[src/rtl/fetch_pkg.sv]
// fetch_pkg: shared state encoding and constants for the instruction-fetch stage
package fetch_pkg;
  typedef enum logic [2:0] {BOOT, REQ, WAIT, HOLD, STOP} fetch_state_t;
  localparam logic [31:0] NOP_INSTR = 32'h0000_0000;
  localparam logic [31:0] DEFAULT_RESET_PC = 32'h0000_0000;
endpackage

[src/rtl/fetch_unit.sv]
// fetch_unit: PC owner issuing one imem request at a time and presenting the fetched instruction downstream
//   clk, rst_n (async active-low); next_pc, halt from control; imem_req/addr/gnt/rvalid/rdata memory port;
//   if_valid/if_ready/if_pc/if_instr downstream port; fault (sticky misaligned PC); fetch_count (accepted instructions)
module fetch_unit
  import fetch_pkg::*;
#(
  parameter logic [31:0] RESET_PC = DEFAULT_RESET_PC
) (
  input  logic        clk,
  input  logic        rst_n,
  input  logic [31:0] next_pc,
  input  logic        halt,
  output logic        imem_req,
  output logic [31:0] imem_addr,
  input  logic        imem_gnt,
  input  logic        imem_rvalid,
  input  logic [31:0] imem_rdata,
  output logic        if_valid,
  input  logic        if_ready,
  output logic [31:0] if_pc,
  output logic [31:0] if_instr,
  output logic        fault,
  output logic [31:0] fetch_count
);
  fetch_state_t state, state_nx;
  logic [31:0] pc;
  logic accept, misaligned;
  assign accept = (state == HOLD) && if_ready;
  assign misaligned = |next_pc[1:0];
  always_comb begin
    state_nx = state;
    unique case (state)
      BOOT: state_nx = halt ? STOP : REQ;
      REQ:  state_nx = imem_gnt ? WAIT : REQ;
      WAIT: state_nx = imem_rvalid ? HOLD : WAIT;
      HOLD: state_nx = accept ? ((misaligned || halt) ? STOP : REQ) : HOLD;
      STOP: state_nx = (!halt && !fault) ? REQ : STOP;
      default: state_nx = BOOT;
    endcase
  end
  always_ff @(posedge clk or negedge rst_n) begin
    if (!rst_n) begin
      state       <= BOOT;
      pc          <= RESET_PC;
      if_instr    <= NOP_INSTR;
      fault       <= 1'b0;
      fetch_count <= '0;
    end else begin
      state <= state_nx;
      if (accept && !misaligned) pc <= next_pc;
      if (state == WAIT && imem_rvalid) if_instr <= imem_rdata;
      if (accept) fetch_count <= fetch_count + 32'd1;
      if (accept && misaligned) fault <= 1'b1;
    end
  end
  assign imem_req  = (state == REQ);
  assign imem_addr = pc;
  assign if_pc     = pc;
  assign if_valid  = (state == HOLD);
endmodule

[config.mk]
export PLATFORM = sky130hd
export DESIGN_NAME = fetch_unit
export DESIGN_NICKNAME = d
export VERILOG_FILES = /design/src/rtl/fetch_pkg.sv /design/src/rtl/fetch_unit.sv
export SDC_FILE = /design/constraint.sdc
export NUM_CORES = 1
export LEC_CHECK = 0
export CAP_MARGIN = 5
export CORE_MARGIN = 8
export CORE_UTILIZATION = 38
export DETAILED_ROUTE_END_ITERATION = 12
export PLACE_DENSITY_LB_ADDON = 0.05
export SKIP_LAST_GASP = 1
export SYNTH_ARGS = -nofsm -noshare
export SYNTH_HDL_FRONTEND = slang
export SYNTH_SLANG_ARGS = --single-unit
export TNS_END_PERCENT = 50
[constraint.sdc]
create_clock -name clk -period 1.5 [get_ports clk]
set_clock_uncertainty 0.1 [all_clocks]
set_input_delay 0.3 -clock clk [delete_from_list [all_inputs] [get_ports clk]]
set_output_delay 0.3 -clock clk [all_outputs]
set_load 0.05 [all_outputs]
==> results of run 1 <==
## critical path, delay by kind of cell (launching register included)
kind / cells / cell delay, ps
flip-flops: 1 / 390
buffers and inverters: 3 / 390
AND/OR/NAND/NOR: 1 / 200
## through the flow
step           instance area, um2   util  std cells
6_report                     8980  0.783        716
5_1_grt                      8980  0.783        716
4_1_cts                      8840  0.771        710
3_5_place_dp                 8250  0.720        681
3_3_place_gp                 8250  0.720        681
2_1_floorplan                4680      -        332
## per-layer routing
| layer | up-vias | global-route usage | wire (um) |
|---|---|---|---|
| met5 | - | 0 | 0 |
| li1 | 1582 | - | - |
| met3 | 16 | 0.0540 | 835 |
| met2 | 123 | 0.307 | 7340 |
| met4 | 0 | 0.0581 | 227 |
| met1 | 1676 | 0.194 | 5340 |
## power groups by stage
| stage | registers, mW | clock network [mW] | logic (mW) |
|---|---|---|---|
| final | 4.74 | 2.35 | 11.2 |
| after global routing | 4.85 | 2.52 | 11.6 |
| after CTS | 4.74 | 2.41 | 11.2 |
| after detailed placement | 4.78 | 0 | 10.8 |
| after global placement | 4.71 | 0 | 10.7 |
| after floorplan | 6.89 | 0 | 2.95 |
## final cells by class
class / instances / area (um2)
Clock buffer: 12 / 256
Clock inverter: 4 / 47.5
Fill cell: 669 / 2480
Inverter: 6 / 25.0
Multi-Input combinational cell: 181 / 1910
Sequential cell: 100 / 2540
Tap cell: 143 / 179
Timing Repair Buffer: 270 / 4030
## what timing repair did
item / in CTS / in global routing
buffers inserted: 9 / 5
endpoints found under the setup margin: 93 / 96
pin swaps: 14 / 12
resized for setup: 39 / 19
hold buffers: 1 / 0
endpoints found under the hold margin: 23 / 0
gates cloned: 3 / 1
## worst max-delay path by stage
stage                                        to  slack (ps)  depth (start not counted)
floorplan           fetch_count[30]$_DFFE_PN0P_        -150                          5
global placement        if_instr[0]$_DFFE_PN0P_        -480                          4
detailed placement     if_instr[28]$_DFFE_PN0P_        -550                          4
CTS                                    imem_req        -250                          4
global route        fetch_count[23]$_DFFE_PN0P_        -310                          7
finish                                 imem_req        -230                          4
## logic make-up after synthesis
| kind of cell | share of synthesized area |
|---|---|
| AND/OR/NAND/NOR | 0.127 |
| flip-flops | 0.559 |
| buffers and inverters | 0.0805 |
| multiplexers | 0.156 |
| adder cells (fa/ha/maj) | 0.00279 |
| XOR/XNOR | 0.0606 |
| AO/OA/AOI/OAI | 0.0145 |
## state kept, by name, summed over array words and instances (netlist names)
signal       flops
fetch_count     32
fault            1
if_pc           32
if_instr        32
state            3
## layout by cell type, fill, tap and decap left out, drive strengths merged, types with 2 or more instances in the layout
master	n
inv	6
dfrtp	100
mux2	62
nor2	8
nor3	11
clkbuf	13
clkinv	2
o31ai	2
a21oi	3
clkdlybuf4s50	67
nand2	18
buf	200
xor2	22
and4	4
and2	6
nor4	7
and3	4
xnor2	9
nand3	9
nand4	6
==> metrics.txt, run 1 <==
largest net degree at the start of global routing 43; area leader, netlist dfrtp_1; # H-tree levels 3; crit path from state[1]$_DFF_PN0_; data arrival time of the worst path 1330 ps; nets@finish 639; post-synthesis sequential area ratio 0.559; syn_area_per_cell 13.5 um2; CTS tree done; CTS root buffer clkbuf_16; Ant. Diodes 0; CP Cell Sequence buf_6, buf_6, nor3b_4, buf_12; count leader, synth dfrtp_1; Via density 4.74; total of max-cap violations 0; full die area 15500 um2; Crit Path Max Fanout 3; Tot GR Track Use 0.174; maximum buffer depth of the clock tree 2; Area Growth Syn to Fin 101%; post-layout min period 1730 ps; DR vias 3397; IO Count 201; total power 18.3 mW; Syn Inst Count 332; Seq pwr share 0.258; Sw Share 0.415; share of the synthesized area in the top cell type 0.559; placed wire-length estimate about 10000 um; sum of negative setup slack -13150 ps; Crit path required time 1100 ps; WHS 330 ps; Initial Util 0.390; RePlAce Congestion 0.782; final WL 13700 um; worst hold path class in -> async; core box area 11500 um2; Psw 7.61 mW; violated checks negative setup slack; reg2reg end fetch_count[17]$_DFFE_PN0P_; Static Leak 4.23 nW; worst r2r path cells 7; Final period util 1.16; Int Pwr 10.7 mW; Final Hold Fails 0; status finished with violations; Placement Setup Slack -547 ps; cell mode on critical path buf_6; die height ~120 um; Port Buf Inserts 200; Critical-path top delay cell dfrtp_1; first-pass GRT wire length 21700 um; Syn Nets 403; Synth top cells by count dfrtp_1 (100), mux2_2 (60), buf_4 (35); fmax 577 MHz; Cell Area, Synth 4480 um2; Initial DRT Pass Iterations 4; Peak VDD IR 1.81 mV; crit path kind reg -> out; Startpoint Class flop; Synth area leaders dfrtp_1 (56%), mux2_2 (15%), buf_4 (5.9%); Core Rows 39; clock share of power 0.128; Die Width ~120 um; post-DR wirelength/cell 19.2 um; Final WS setup -233 ps; Slew HR 0.733; number of global-route vias before repair 3844; total grt overflow 0; DRC violation count after routing 0; DRT iter0 DRCs approximately 120; warning count from the yosys run 0; Top FF cell, synth dfrtp_1; CTS Buf Count 9; CP peak stage delay 390 ps; Seq cells post-synth 100; Setup-failing EPs final 96; layout cells sized above 1 0.597; Setup crit end kind primary output; EDFF count, synth 0; Combinational Power Share 0.613; Post-DRT Antenna Nets 0; RSZ-0062 raised after global routing yes; Worst R2R Setup Slack -230 ps; Slew Viols, Final 0; Async SR Flop Fraction 1.00; synth unique cells 37; CTS sink cnt 100; clock latency on the worst-skew pair roughly 330 ps; pwr/cell area 2040 nW/um2; Least-Margin Pin Slew 401 ps; RR Startpoint state[2]$_DFF_PN0_; initial antenna violation count 0; Reg clk slew, reported paths 70 ps
Power figures use the tool's default switching activity.
==> run 2, diff against run 1 <==
--- a/config.mk
+++ b/config.mk
@@ -5,9 +5,10 @@
 export SDC_FILE = /design/constraint.sdc
 export NUM_CORES = 1
 export LEC_CHECK = 0
+export ABC_AREA = 1
 export CAP_MARGIN = 5
 export CORE_MARGIN = 8
-export CORE_UTILIZATION = 38
+export CORE_UTILIZATION = 39
 export DETAILED_ROUTE_END_ITERATION = 12
 export PLACE_DENSITY_LB_ADDON = 0.05
 export SKIP_LAST_GASP = 1
==> run 2 against run 1 <==
The flow still finishes with violations (negative setup slack). Synthesized area up 4.9%. Count of clock-buffer cells in the layout shrank 2. Power down 4.4%. Critical path type unchanged. Critical endpoint unchanged.
==> metrics.txt, run 2 <==
Seq pwr share 0.266 (+0.008); Cell Area, Synth 4690 um2 (+4.9%); syn_area_per_cell 9.46 um2 (-30%); CTS sink cnt 100 (unchanged); worst r2r path cells 8 (+1); IO Count 201 (unchanged); Die Width 126 um (+0.94%); Final Hold Fails 0 (unchanged); GR peak layer met2; pwr/cell area 1890 nW/um2 (-7.5%); Syn Nets 567 (+41%); post-layout min period 1650 ps (-78.7 ps); count leader, synth nand2_1; core box area 11900 um2 (+3.4%); RSZ-0062 raised after global routing yes; final instance area 9290 um2 (+3.4%); Setup crit end kind primary output; Final WS setup -155 ps (+78.7 ps); Psw 7.38 mW (-3.1%); clock share of power 0.144 (+0.016); total of max-cap violations 0 (unchanged); Slew Viols, Final 0 (unchanged); Final period util 1.10 (-0.0525); Multi-input gate area 2060 um2 (+7.6%); Top FF cell, synth dfrtp_1; fmax 604 MHz (+4.8%); Combinational Power Share 0.590 (-0.023); nets@finish 800 (+25%); initial antenna violation count 0 (unchanged); post-synthesis sequential area ratio 0.533 (-0.0259); dpl cells 844 (+24%); RePlAce Congestion 0.852 (+8.9%); GRT met2 Usage 0.347 (+0.0398); warning count from the yosys run 0 (unchanged); Slew HR 0.696 (-0.0366); Seq cells post-synth 100 (unchanged); Crit Path Max Fanout 2 (-1); Setup-failing EPs final 89 (-7.3%); Finished Layout Cells 881 (+23%); Core Rows 40 (+2.6%); crit path kind reg -> out; Synth area leaders dfrtp_1 (53%), nand2_1 (13%), mux2_2 (7.7%); post-DR wirelength/cell 17.8 um (-7.5%); WHS 404 ps (+73.7 ps); Via density 4.76 (+0.41%); Tot GR Track Use 0.197 (+0.0228); total grt overflow 0 (unchanged); maximum buffer depth of the clock tree 2 (unchanged); Syn Inst Count 496 (+49%); largest net degree at the start of global routing 65 (+51%); Ant. Diodes 0 (unchanged); commonest non-fill, non-tap cells in the layout buf_12 (142), nand2_1 (114), dfrtp_1 (70), clkdlybuf4s50_1 (68); Initial DRT Pass Iterations 4 (unchanged); Peak VDD IR 1.46 mV (-19%); DRT iter0 DRCs 273 (+130%); clock latency on the worst-skew pair 340 ps (about the same); Seq. cell area 2540 um2 (about the same); WHS Path Cells 3; Area Growth Syn to Fin 97.9%; worst hold path class in -> reg; commonest non-fill, non-tap cell in the layout buf_12; CTS tree done; DR vias 4197 (+24%); Static Leak 4.29 nW (+1.5%); number of filler cells placed in the layout 756 (+13%); area leader, netlist dfrtp_1; DRC violation count after routing 0 (unchanged); Crit path required time 1100 ps (about the same); layout cells sized above 1 0.499 (-0.0982); Least-Margin Pin Slew 456 ps (+55.3 ps); share of the synthesized area in the top cell type 0.533 (-0.0259); CTS root buffer clkbuf_16; sum of negative setup slack -5450 ps (+7700 ps); Port Buf Inserts 200 (unchanged); violated checks negative setup slack; EDFF count, synth 0 (unchanged); met3 Use GR 0.0713 (+0.0173); number of global-route vias before repair 4545 (+18%); Post-DRT Antenna Nets 0 (unchanged); CTS Buf Count 9 (unchanged); data arrival time of the worst path 1250 ps (-80 ps); Startpoint Class flop; Async SR Flop Fraction 1.00 (unchanged); Area after DPL 8360 um2 (+1.3%); final WL 15600 um (+14%); first-pass GRT wire length 24800 um (+14%); Reg clk slew, reported paths 70 ps (about the same); Placement Setup Slack -379 ps (+168 ps); status finished with violations; die height 126 um (+0.94%); Synth top cells by count nand2_1 (165), dfrtp_1 (100), nor2_1 (43); synth unique cells 29 (-22%); met1 Resource Use GR 0.216 (+0.0216); Sw Share 0.421 (+0.00541); Int Pwr 10.2 mW (-5.2%); # H-tree levels 3 (unchanged); placed wire-length estimate 11500 um (+11%); Initial Util 0.396 (+0.00538); full die area 15800 um2 (+1.9%)
-- run 2: cell count changes after synthesis, moves of 5 or more --
cell / delta
and2_1: -6
inv_1: +33
mux2_2: -28
nand2_1: +149
nand3_1: +5
nor2_1: +35
nor2_4: +5
nor3_2: -9
o21ai_0: +5
xor2_1: -13
-- run 2: logic make-up (layout without fill, tap and decap cells) --
family,count (synthesis),after routing,share of synthesized area
AO/OA/AOI/OAI,12,12,0.0149
XOR/XNOR,22,22,0.0410
adder cells (fa/ha/maj),1,1,0.00266
buffers and inverters,81,319,0.0978
flip-flops,100,100,0.533
multiplexers,32,32,0.0768
AND/OR/NAND/NOR,248,248,0.234
-- run 2: timing repair --
| action | 4_1_cts | 5_1_grt |
|---|---|---|
| setup buffers | 14 | 2 |
| endpoints found under the hold margin | 100 | 0 |
| endpoints found under the setup margin | 68 | 105 |
| resized for setup | 51 | 53 |
| hold buffers | 1 | 0 |
| pin swaps | 30 | 10 |
| cloned | 4 | 2 |
-- run 2: metal layers --
layer	vias up	share of wire
li1	1977	-
met1	2048	0.38
met2	154	0.52
met3	18	0.077
met4	0	0.018
met5	-	0
-- run 2: worst paths after layout --
kind / start / end / slack [ps]
max in group asynchronous: rst_n / if_pc[17]$_DFFE_PN0P_ / 470
worst max register to register: state[2]$_DFF_PN0_ / if_pc[13]$_DFFE_PN0P_ / -130
worst max-delay path: state[0]$_DFF_PN0_ / imem_req / -150
worst min register to register: fetch_count[8]$_DFFE_PN0P_ / fetch_count[8]$_DFFE_PN0P_ / 420
worst min-delay path: next_pc[30] / if_pc[30]$_DFFE_PN0P_ / 400
min in group asynchronous: rst_n / if_pc[8]$_DFFE_PN0P_ / 440
-- run 2: final cells by class --
| type | instances | share of cell area |
|---|---|---|
| clock buffer | 10 | 0.0257 |
| timing repair inverter | 1 | 0.00175 |
| multi-input combinational | 315 | 0.221 |
| clock inverter | 6 | 0.00929 |
| sequential | 100 | 0.273 |
| timing repair buffer | 263 | 0.431 |
| inverter | 39 | 0.0178 |
| tap | 147 | 0.0198 |
-- run 2: through the flow --
stage                util  total power [mW]
floorplan               -              9.19
global placement    0.705              14.4
detailed placement  0.705              14.6
CTS                 0.767              17.5
global route        0.783              18.2
finish              0.783              17.5
-- run 2: critical path, cell delays in order (launching register included) --
cell and delay, ps:
dfrtp_1 370, buf_6 120, inv_4 40, nor3_4 210, buf_12 170
-- run 2: power by group through the flow --
stage | registers, mW | logic [mW] | clock network (mW)
after floorplan | 6.74 | 2.45 | 0
after detailed placement | 4.70 | 9.93 | 0
after global routing | 4.77 | 10.7 | 2.71
final | 4.67 | 10.3 | 2.52
after CTS | 4.66 | 10.2 | 2.59
after global placement | 4.64 | 9.81 | 0
